$ cat config.mk
export PLATFORM = sky130hd
export DESIGN_NAME = if_prefetch
export DESIGN_NICKNAME = d
export VERILOG_FILES = /design/src/rtl/if_prefetch.sv
export SDC_FILE = /design/constraint.sdc
export NUM_CORES = 1
export LEC_CHECK = 0
export ABC_AREA = 1
export ABC_CLOCK_PERIOD_IN_PS = 5400
export CORE_ASPECT_RATIO = 0.7
export CORE_MARGIN = 1.5
export CORE_UTILIZATION = 50
export DETAILED_ROUTE_END_ITERATION = 10
export PLACE_DENSITY = 0.72
export SYNTH_ARGS = -nofsm -noshare
export SYNTH_HDL_FRONTEND = slang
export SYNTH_SLANG_ARGS = --single-unit
export TNS_END_PERCENT = 50
$ cat constraint.sdc
create_clock -name CLOCK -period 5.4 [get_ports CLOCK]
set_input_delay 0.81 -clock CLOCK [delete_from_list [all_inputs] [get_ports CLOCK]]
set_output_delay 0.81 -clock CLOCK [all_outputs]
set_load 0.01 [all_outputs]
$ cat src/rtl/if_prefetch.sv
// if_prefetch: instruction-fetch front end feeding the register/decode stage.
// Fetches 32-bit words over a req/ack handshake into a small prefetch FIFO,
// presents the FIFO head with its successor word index (curpc), honours
// decode stall, flushes on redirect and stops fetching after the exit sign.
module if_prefetch #(
    parameter int          DEPTH    = 4,
    parameter logic [31:0] RESET_PC = 32'h0000_0000
) (
    input  logic        CLOCK,
    input  logic        RESET,
    output logic        imem_req,
    output logic [31:0] imem_addr,
    input  logic        imem_ack,
    input  logic [31:0] imem_rdata,
    input  logic        stall,
    input  logic        redirect,
    input  logic [31:0] redirect_pc,
    output logic        instr_valid,
    output logic [31:0] instruction,
    output logic [31:0] curpc,
    output logic        halted
);

    localparam int            AW       = (DEPTH > 1) ? $clog2(DEPTH) : 1;
    localparam logic [AW:0]   CNT_FULL = (AW + 1)'(DEPTH);

    typedef enum logic [1:0] {
        ST_RUN,
        ST_DRAIN,
        ST_HALT
    } state_t;

    state_t        state_q, state_d;
    logic [31:0]   pc_q, pc_d;
    logic [31:0]   tgt_q, tgt_d;

    // FIFO storage: instruction word and its word index (byte address >> 2)
    logic [31:0]   dat_q [DEPTH];
    logic [29:0]   wix_q [DEPTH];
    logic [AW-1:0] rd_q, wr_q;
    logic [AW:0]   cnt_q;

    logic          req_c;
    logic          push_c;
    logic          pop_c;
    logic          xfer_c;
    logic          exit_c;
    logic [31:0]   redir_al_c;
    logic [31:0]   drain_tgt_c;

    assign redir_al_c = redirect_pc & ~32'h3;
    assign xfer_c     = imem_req && imem_ack;
    assign exit_c     = (imem_rdata[31:26] == 6'h3F) && (imem_rdata[5:0] == 6'h3F);
    // Redirect takes priority over consuming the head: the flush wins.
    assign pop_c      = instr_valid && !stall && !redirect;
    // A later redirect while draining replaces the remembered target.
    assign drain_tgt_c = redirect ? redir_al_c : tgt_q;

    // Next-state, next-pc and fetch request for the RUN/DRAIN/HALT machine
    always_comb begin
        state_d = state_q;
        pc_d    = pc_q;
        tgt_d   = tgt_q;
        req_c   = 1'b0;
        push_c  = 1'b0;
        case (state_q)
            ST_RUN: begin
                // Request while a slot is free or a pop frees one this cycle;
                // once raised it stays up because the count can only fall.
                req_c = (cnt_q < CNT_FULL) || pop_c;
                if (redirect) begin
                    if (req_c && !imem_ack) begin
                        // Outstanding request must complete at the old address.
                        tgt_d   = redir_al_c;
                        state_d = ST_DRAIN;
                    end else begin
                        // Nothing pending, or the acked word is dropped.
                        pc_d = redir_al_c;
                    end
                end else if (xfer_c) begin
                    push_c = 1'b1;
                    pc_d   = pc_q + 32'd4;
                    if (exit_c) begin
                        state_d = ST_HALT;
                    end
                end
            end
            ST_DRAIN: begin
                req_c = 1'b1;
                if (xfer_c) begin
                    pc_d    = drain_tgt_c;
                    state_d = ST_RUN;
                end else begin
                    tgt_d = drain_tgt_c;
                end
            end
            ST_HALT: begin
                if (redirect) begin
                    pc_d    = redir_al_c;
                    state_d = ST_RUN;
                end
            end
            default: begin
                state_d = ST_RUN;
            end
        endcase
    end

    // Control state: FSM, fetch pc and drain target
    always_ff @(posedge CLOCK or posedge RESET) begin
        if (RESET) begin
            state_q <= ST_RUN;
            pc_q    <= RESET_PC;
            tgt_q   <= RESET_PC;
        end else begin
            state_q <= state_d;
            pc_q    <= pc_d;
            tgt_q   <= tgt_d;
        end
    end

    // FIFO pointers and occupancy; redirect empties the FIFO on the same edge
    always_ff @(posedge CLOCK or posedge RESET) begin
        if (RESET) begin
            rd_q  <= '0;
            wr_q  <= '0;
            cnt_q <= '0;
        end else if (redirect) begin
            rd_q  <= '0;
            wr_q  <= '0;
            cnt_q <= '0;
        end else begin
            if (push_c) begin
                wr_q <= wr_q + 1'b1;
            end
            if (pop_c) begin
                rd_q <= rd_q + 1'b1;
            end
            case ({push_c, pop_c})
                2'b10:   cnt_q <= cnt_q + 1'b1;
                2'b01:   cnt_q <= cnt_q - 1'b1;
                default: cnt_q <= cnt_q;
            endcase
        end
    end

    // FIFO payload; contents are only observed through a non-empty count
    always_ff @(posedge CLOCK) begin
        if (push_c) begin
            dat_q[wr_q] <= imem_rdata;
            wix_q[wr_q] <= pc_q[31:2];
        end
    end

    // Request is forced low while reset is held so nothing is issued
    assign imem_req    = req_c && !RESET;
    assign imem_addr   = pc_q;
    assign halted      = (state_q == ST_HALT);
    assign instr_valid = (cnt_q != '0);
    assign instruction = instr_valid ? dat_q[rd_q] : 32'h0;
    assign curpc       = instr_valid ? ({2'b00, wix_q[rd_q]} + 32'd1) : 32'h0;

endmodule

---- Word level (Yosys, flattened, before mapping) ----
Memory sizes are Yosys's and may differ from the RTL's.
Cells that the tools add are included.
cells by class
  $add $sub $neg .......................... 6
  multiply operators ...................... 0
  div/mod/pow operators ................... 0
  $lt $le $gt $ge ......................... 1
  eq/ne operators ......................... 15
  shift-type cells ........................ 0
  multiplexer cells ....................... 32
  bitwise gates (word level) .............. 0
  reduce and logical (&&, ||, !) cells .... 21
operators by type and width
  cell                                                             number
  32-bit 2-to-1 mux                                                10
  32-bit case mux with 3 select lines                              1
  32-bit case mux with 2 select lines                              1
  32-bit by 3-bit adder with 32-bit output, second input constant  1
  30-bit by 1-bit adder with 31-bit output, second input constant  1
  31-bit 2-to-1 mux                                                1
  2-bit 2-to-1 mux                                                 10
  6-bit == test, second input constant                             2
  3-bit != test, second input constant                             4
  2-bit != test, second input constant                             5
  5-bit AND reduction                                              2
  3-bit nonzero test                                               3
  1-bit logical AND                                                6
  2-bit case mux with 3 select lines                               1
  3-bit case mux with 2 select lines                               1
  2-bit nonzero test                                               3
  1-bit 2-to-1 mux                                                 5
  2-bit by 1-bit adder with 2-bit output, second input constant    2
  2-bit by 1-bit == test with 1-bit output, second input constant  2
  2-bit == test, second input constant                             2
  1-bit zero test                                                  4
  4-bit AND reduction                                              1
  3-bit by 1-bit adder with 3-bit output, second input constant    1
  3-bit < comparator, second input constant                        1
  other kinds (5)                                                  5
word-level totals
  bits in registers ....................... 73
  bits in latches ......................... 0
  bits in writable memories ............... 248
  bits in read-only memories .............. 0
  word-level logic and storage cells ...... 83
  memories kept ........................... 2
memory list
  memory  depth  width  rd ports  clocked after memory_dff  wr ports  line  RTL
  dat_q   4      32     1         0                         1         38    logic [31:0] dat_q [DEPTH];
  wix_q   4      30     1         0                         1         39    logic [29:0] wix_q [DEPTH];

---- Depth between registers and ports, before layout ----
  depth after elaboration ................. 13
  gate-level depth with buffers ........... 19
  gate-level depth less buffers ........... 17

---- Worst setup path before layout ----
OpenSTA, ideal clock, no wires.
  path type ............................... input to register
  start ................................... input port RESET
  end ..................................... memory dat_q[0][0], enable pin
  setup time .............................. 0.482 ns
  data arrival time ....................... 5.978 ns
  required time ........................... 4.918 ns
  setup slack ............................. -1.060 ns
  stages on the path ...................... 5
  path buffers ............................ 0
  cells stage by stage .................... inv_1 o21ai_0 a21oi_4 nand3_2 nor2_1
on the way
  longest elaborated chain between the ends .. 8
ends and longest elaborated chain
  item                                    line  RTL
  start: declaration                      10    input logic RESET,
  1-bit zero test                         156   assign imem_req = req_c && !RESET;
  1-bit logical AND                       156
  named net imem_req                      11    output logic imem_req,
  1-bit logical AND                       52    assign xfer_c = imem_req && imem_ack;
  1-bit 2-to-1 mux                        80    end else if (xfer_c) begin
  1-bit 2-to-1 mux                        71    if (redirect) begin
  1-bit 2-to-1 mux                        66    case (state_q)
  1-bit 2-to-1 mux                        149   if (push_c) begin
  1-bit 2-to-1 mux (implied by the code)  150   dat_q[wr_q] <= imem_rdata;
  end: declaration                        38
The timed path passes the listed nets, and every way through them passes these cells.

---- Worst setup path after layout ----
  start ................................... register rd_q[1]
  end ..................................... output port curpc[26]
on the way
  longest elaborated chain between the ends .. 3
ends and longest elaborated chain
  item                                      line  RTL
  start: declaration                        40    logic [AW-1:0] rd_q, wr_q;
  start signal: assignment                  137   rd_q <= rd_q + 1'b1;
  memory 4 x 30 bit                         -
  30-bit by 1-bit adder with 31-bit output  161   assign curpc = instr_valid ? ({2'b00, wix_q[rd_q]} + 32'd1) : 32'h0;
  31-bit 2-to-1 mux                         161
  end: declaration                          20    output logic [31:0] curpc,
Every way passes these cells.

==> impl_metrics.yaml <==
power_and_ir_drop:
  leakagePower_uw: 0.007165
  power_per_cell_area_mw_per_mm2: 446.7
  worst_vdd_ir_mv: 0.4848
floorplanning:
  floorplan.io_pins: 168
  core_mm2: 0.03108
  rows: 54
  start_util_pct: 50.62
  die_area_mm2: 0.03256
  chipWidth_um: 215.0
  die_y_um: 151.4
global_route:
  grt_pass1_vias: 11507
  global_route_wire_length_before_repair_um: 64380
  grt_antenna_before_repair: 1
  globalRouteTotalUtil_pct: 25.35
  grt_remaining_overflow: 0
  grt_start_max_net_pins: 67
setup_path:
  critical_path.endpoint_type: "output port"
  worst-setup-path-type: "flop to output port"
  depth_of_the_most_critical_reg_to_reg_path: 9
  sort_of_element_at_the_start_of_the_critical_path: "flop"
  critical_path_peak_fanout: 45
  worstReg2RegStart: "cnt_q[0]$_DFFE_PP0P_"
  arrival_ps: 4050
  ff2ff_setup_slack_ps: 2070
  rr_endpoint: "dat_q[0][22]$_DFFE_PP_"
  cp-startpoint: "rd_q[1]$_DFFE_PP0P_"
  worst_ep_required_time_ps: 4590
  crit_path_end: "curpc[26]"
run_status:
  run_status: "completed"
synthesis:
  synth_area_per_cell_um2: 9.110
  synth_area_leaders: "sky130_fd_sc_hd__edfxtp_1 47%, sky130_fd_sc_hd__dfrtp_1 12%, sky130_fd_sc_hd__nand2_1 9.9%"
  synth-seq-area-share_pct: 58.95
  async_reset_ff_share_pct: 22.74
  syn_inst: 1727
  postSynthNetCount: 1807
  ys_seq_elements: 321
  synthDominantCellAreaShare_pct: 47.34
  yosys-top-cells-count: "414 x sky130_fd_sc_hd__nand2_1, 251 x sky130_fd_sc_hd__nor2_1, 248 x sky130_fd_sc_hd__edfxtp_1"
  post_synth_instance_area_mm2: 0.01573
  synth_warnings: 0
  synthMostInstantiatedCell: "sky130_fd_sc_hd__nand2_1"
  synth_top_cell_by_area: "sky130_fd_sc_hd__edfxtp_1"
  top_ff_cell_synth: "sky130_fd_sc_hd__edfxtp_1"
  number_of_enable_type_register_cells_in_the_synthesized_netlist: 248
  count_of_distinct_cell_types_in_the_synthesized_netlist: 42
placement:
  io_buffer_count: 164
  dp_hpwl_um: 26840
  detailed_place.area_mm2: 0.01770
  replace_congestion: 0.9664
  detailedPlace.worstSlack_ps: 1137
clock_tree:
  htree_num_levels: 1
  cts_root_buf: "sky130_fd_sc_hd__clkbuf_16"
  tritoncts: "yes"
  cts_max_path_buffers: 3
  clock_latency_on_the_worst_skew_pair_ps: 570
  cts.repair_timing.setup_buffer_count: 0
  cts_hold_buf: 0
  clk_transition_reported_paths_ps: 60
  cts-resized-gates: 0
  cts.sinks: 321
  numCtsBuffers: 31
layout:
  finish.instance_area_mm2: 0.01869
  flow.area_growth_from_synthesis_pct: 18.78
  antenna_cells_inserted: 0
  num-fill-cells: 2613
  final_nets: 1940
  layout-drive-gt1-share_pct: 5.892
  final_core_utilization_pct: 60.12
min_path:
  hold_path.class: "flop to flop"
  worst_hold_startpoint: "tgt_q[3]$_DFFE_PP0P_"
sta:
  report.final.setup_viol: 0
  fin_ws_ps: 539.7
  setup-tns-final_ps: 0
  setup_repair_after_global_routing_missed_its_margin: "no"
  maxSlewViolCount: 0
  post-route-min-period_ps: 4860
  finalClockSkew_ps: 10.98
  maxClockFrequency_ghz: 0.2057
  relSlewSlack_pct: 27.20
  final_clock_period_utilization_by_the_worst_path_pct: 90.01
  final_hold_viol_count: 0
  timing_worst_slew_pin_value_ps: 1088
route:
  drc: 0
  routed_wire_length_per_instance_um: 18.08
  drt_first_pass_iters: 5
  viasPerCell: 5.465
  final_antenna_net_count: 0
  dr.first_iter.drc_count: 1240
  dr_total_vias: 12591
  finalWirelength_um: 41650
run:
  max_cap_viol: 0
kinds of logic after synthesis:
kind of cell    synth area share, %
compound gates                11.68
xor+xnor                      1.169
fa+ha+maj                    0.9225
buf+inv                       5.726
flops                         58.95
other cells                 0.02384
simple gates                  21.53
cells in the final DEF (no fill, tap or decap), types with 3 or more instances in the layout:
master,instances
sky130_fd_sc_hd__o21ai_1,19
sky130_fd_sc_hd__nand3_2,3
sky130_fd_sc_hd__nor2_4,5
sky130_fd_sc_hd__inv_1,116
sky130_fd_sc_hd__nand4_1,27
sky130_fd_sc_hd__dfrtp_1,71
sky130_fd_sc_hd__nor2_1,247
sky130_fd_sc_hd__o211ai_1,23
sky130_fd_sc_hd__clkinvlp_4,6
sky130_fd_sc_hd__xor2_1,15
sky130_fd_sc_hd__nor2_2,8
sky130_fd_sc_hd__xnor2_1,6
sky130_fd_sc_hd__a21oi_1,118
sky130_fd_sc_hd__a32oi_1,4
sky130_fd_sc_hd__edfxtp_1,248
sky130_fd_sc_hd__nand3_1,85
sky130_fd_sc_hd__buf_4,19
sky130_fd_sc_hd__clkbuf_1,6
sky130_fd_sc_hd__clkinv_1,5
sky130_fd_sc_hd__nand2_2,5
sky130_fd_sc_hd__inv_2,9
sky130_fd_sc_hd__o21ai_0,151
sky130_fd_sc_hd__bufinv_16,3
sky130_fd_sc_hd__nor3_2,4
sky130_fd_sc_hd__nor3_1,21
sky130_fd_sc_hd__clkdlybuf4s50_1,163
sky130_fd_sc_hd__o21a_1,9
sky130_fd_sc_hd__ha_1,10
sky130_fd_sc_hd__nand2_1,414
sky130_fd_sc_hd__clkinv_2,4
sky130_fd_sc_hd__clkbuf_16,31
sky130_fd_sc_hd__a21boi_0,3
per-stage QoR:
stage	cells	total power (uW)	hold WS, ps
3_3_place_gp	2247	6158	455.2
6_report	2304	8347	477.1
4_1_cts	2304	8347	476.5
3_5_place_dp	2247	6209	459.3
5_1_grt	2304	8800	501.5
2_1_floorplan	1727	5077	442.2
worst max-delay path: stages (launching register included):
cell and delay, ps:
sky130_fd_sc_hd__dfrtp_2 570, sky130_fd_sc_hd__inv_2 340, sky130_fd_sc_hd__buf_4 590, sky130_fd_sc_hd__o211ai_1 180, sky130_fd_sc_hd__nand2_1 260, sky130_fd_sc_hd__nand2_1 140
sky130_fd_sc_hd__nor2_2 230, sky130_fd_sc_hd__nand2_1 80, sky130_fd_sc_hd__nor2_1 170, sky130_fd_sc_hd__nand2_1 70, sky130_fd_sc_hd__nand2_1 60, sky130_fd_sc_hd__nand2_1 70
sky130_fd_sc_hd__nor2_1 110, sky130_fd_sc_hd__clkdlybuf4s50_1 580
layer usage:
metal	track usage (%)	share of wire [%]
met1	38.86	47
met2	37.30	42
met3	5.241	8.9
met4	4.790	1.2
met5	0	0.026
sequential cells by signal, indices dropped and copies added, names as in the netlist:
| signal | count |
|---|---|
| dat_q | 128 |
| wix_q | 120 |
| imem_addr | 32 |
| tgt_q | 32 |
| cnt_q | 3 |
| rd_q | 2 |
| state_q | 2 |
| wr_q | 2 |
how the worst min path moves through the flow:
stage | cells past startpoint | to | slack [ps]
final | 2 | tgt_q[3]$_DFFE_PP0P_ | 480
after global placement | 2 | tgt_q[2]$_DFFE_PP0P_ | 460
after CTS | 2 | tgt_q[4]$_DFFE_PP0P_ | 480
after floorplan | 2 | tgt_q[2]$_DFFE_PP0P_ | 440
after detailed placement | 2 | tgt_q[4]$_DFFE_PP0P_ | 460
after global routing | 2 | tgt_q[3]$_DFFE_PP0P_ | 500
power breakdown:
group / total (uW) / internal, uW / switching (uW)
Combinational: 2670 / 1030 / 1640
Clock: 2140 / 1200 / 945
Sequential: 3530 / 3070 / 467
cell type report:
type	instances	area [um^2]	share of cell area, %
clock inverters	20	192.7	1.031
well taps	420	525.5	2.812
flip-flops and latches	321	9279	49.66
clock buffers	37	798.3	4.272
inverters	128	484.2	2.591
repair buffers	185	1819	9.735
multi-input cells	1193	5588	29.90
Power figures use the tool's default switching activity.
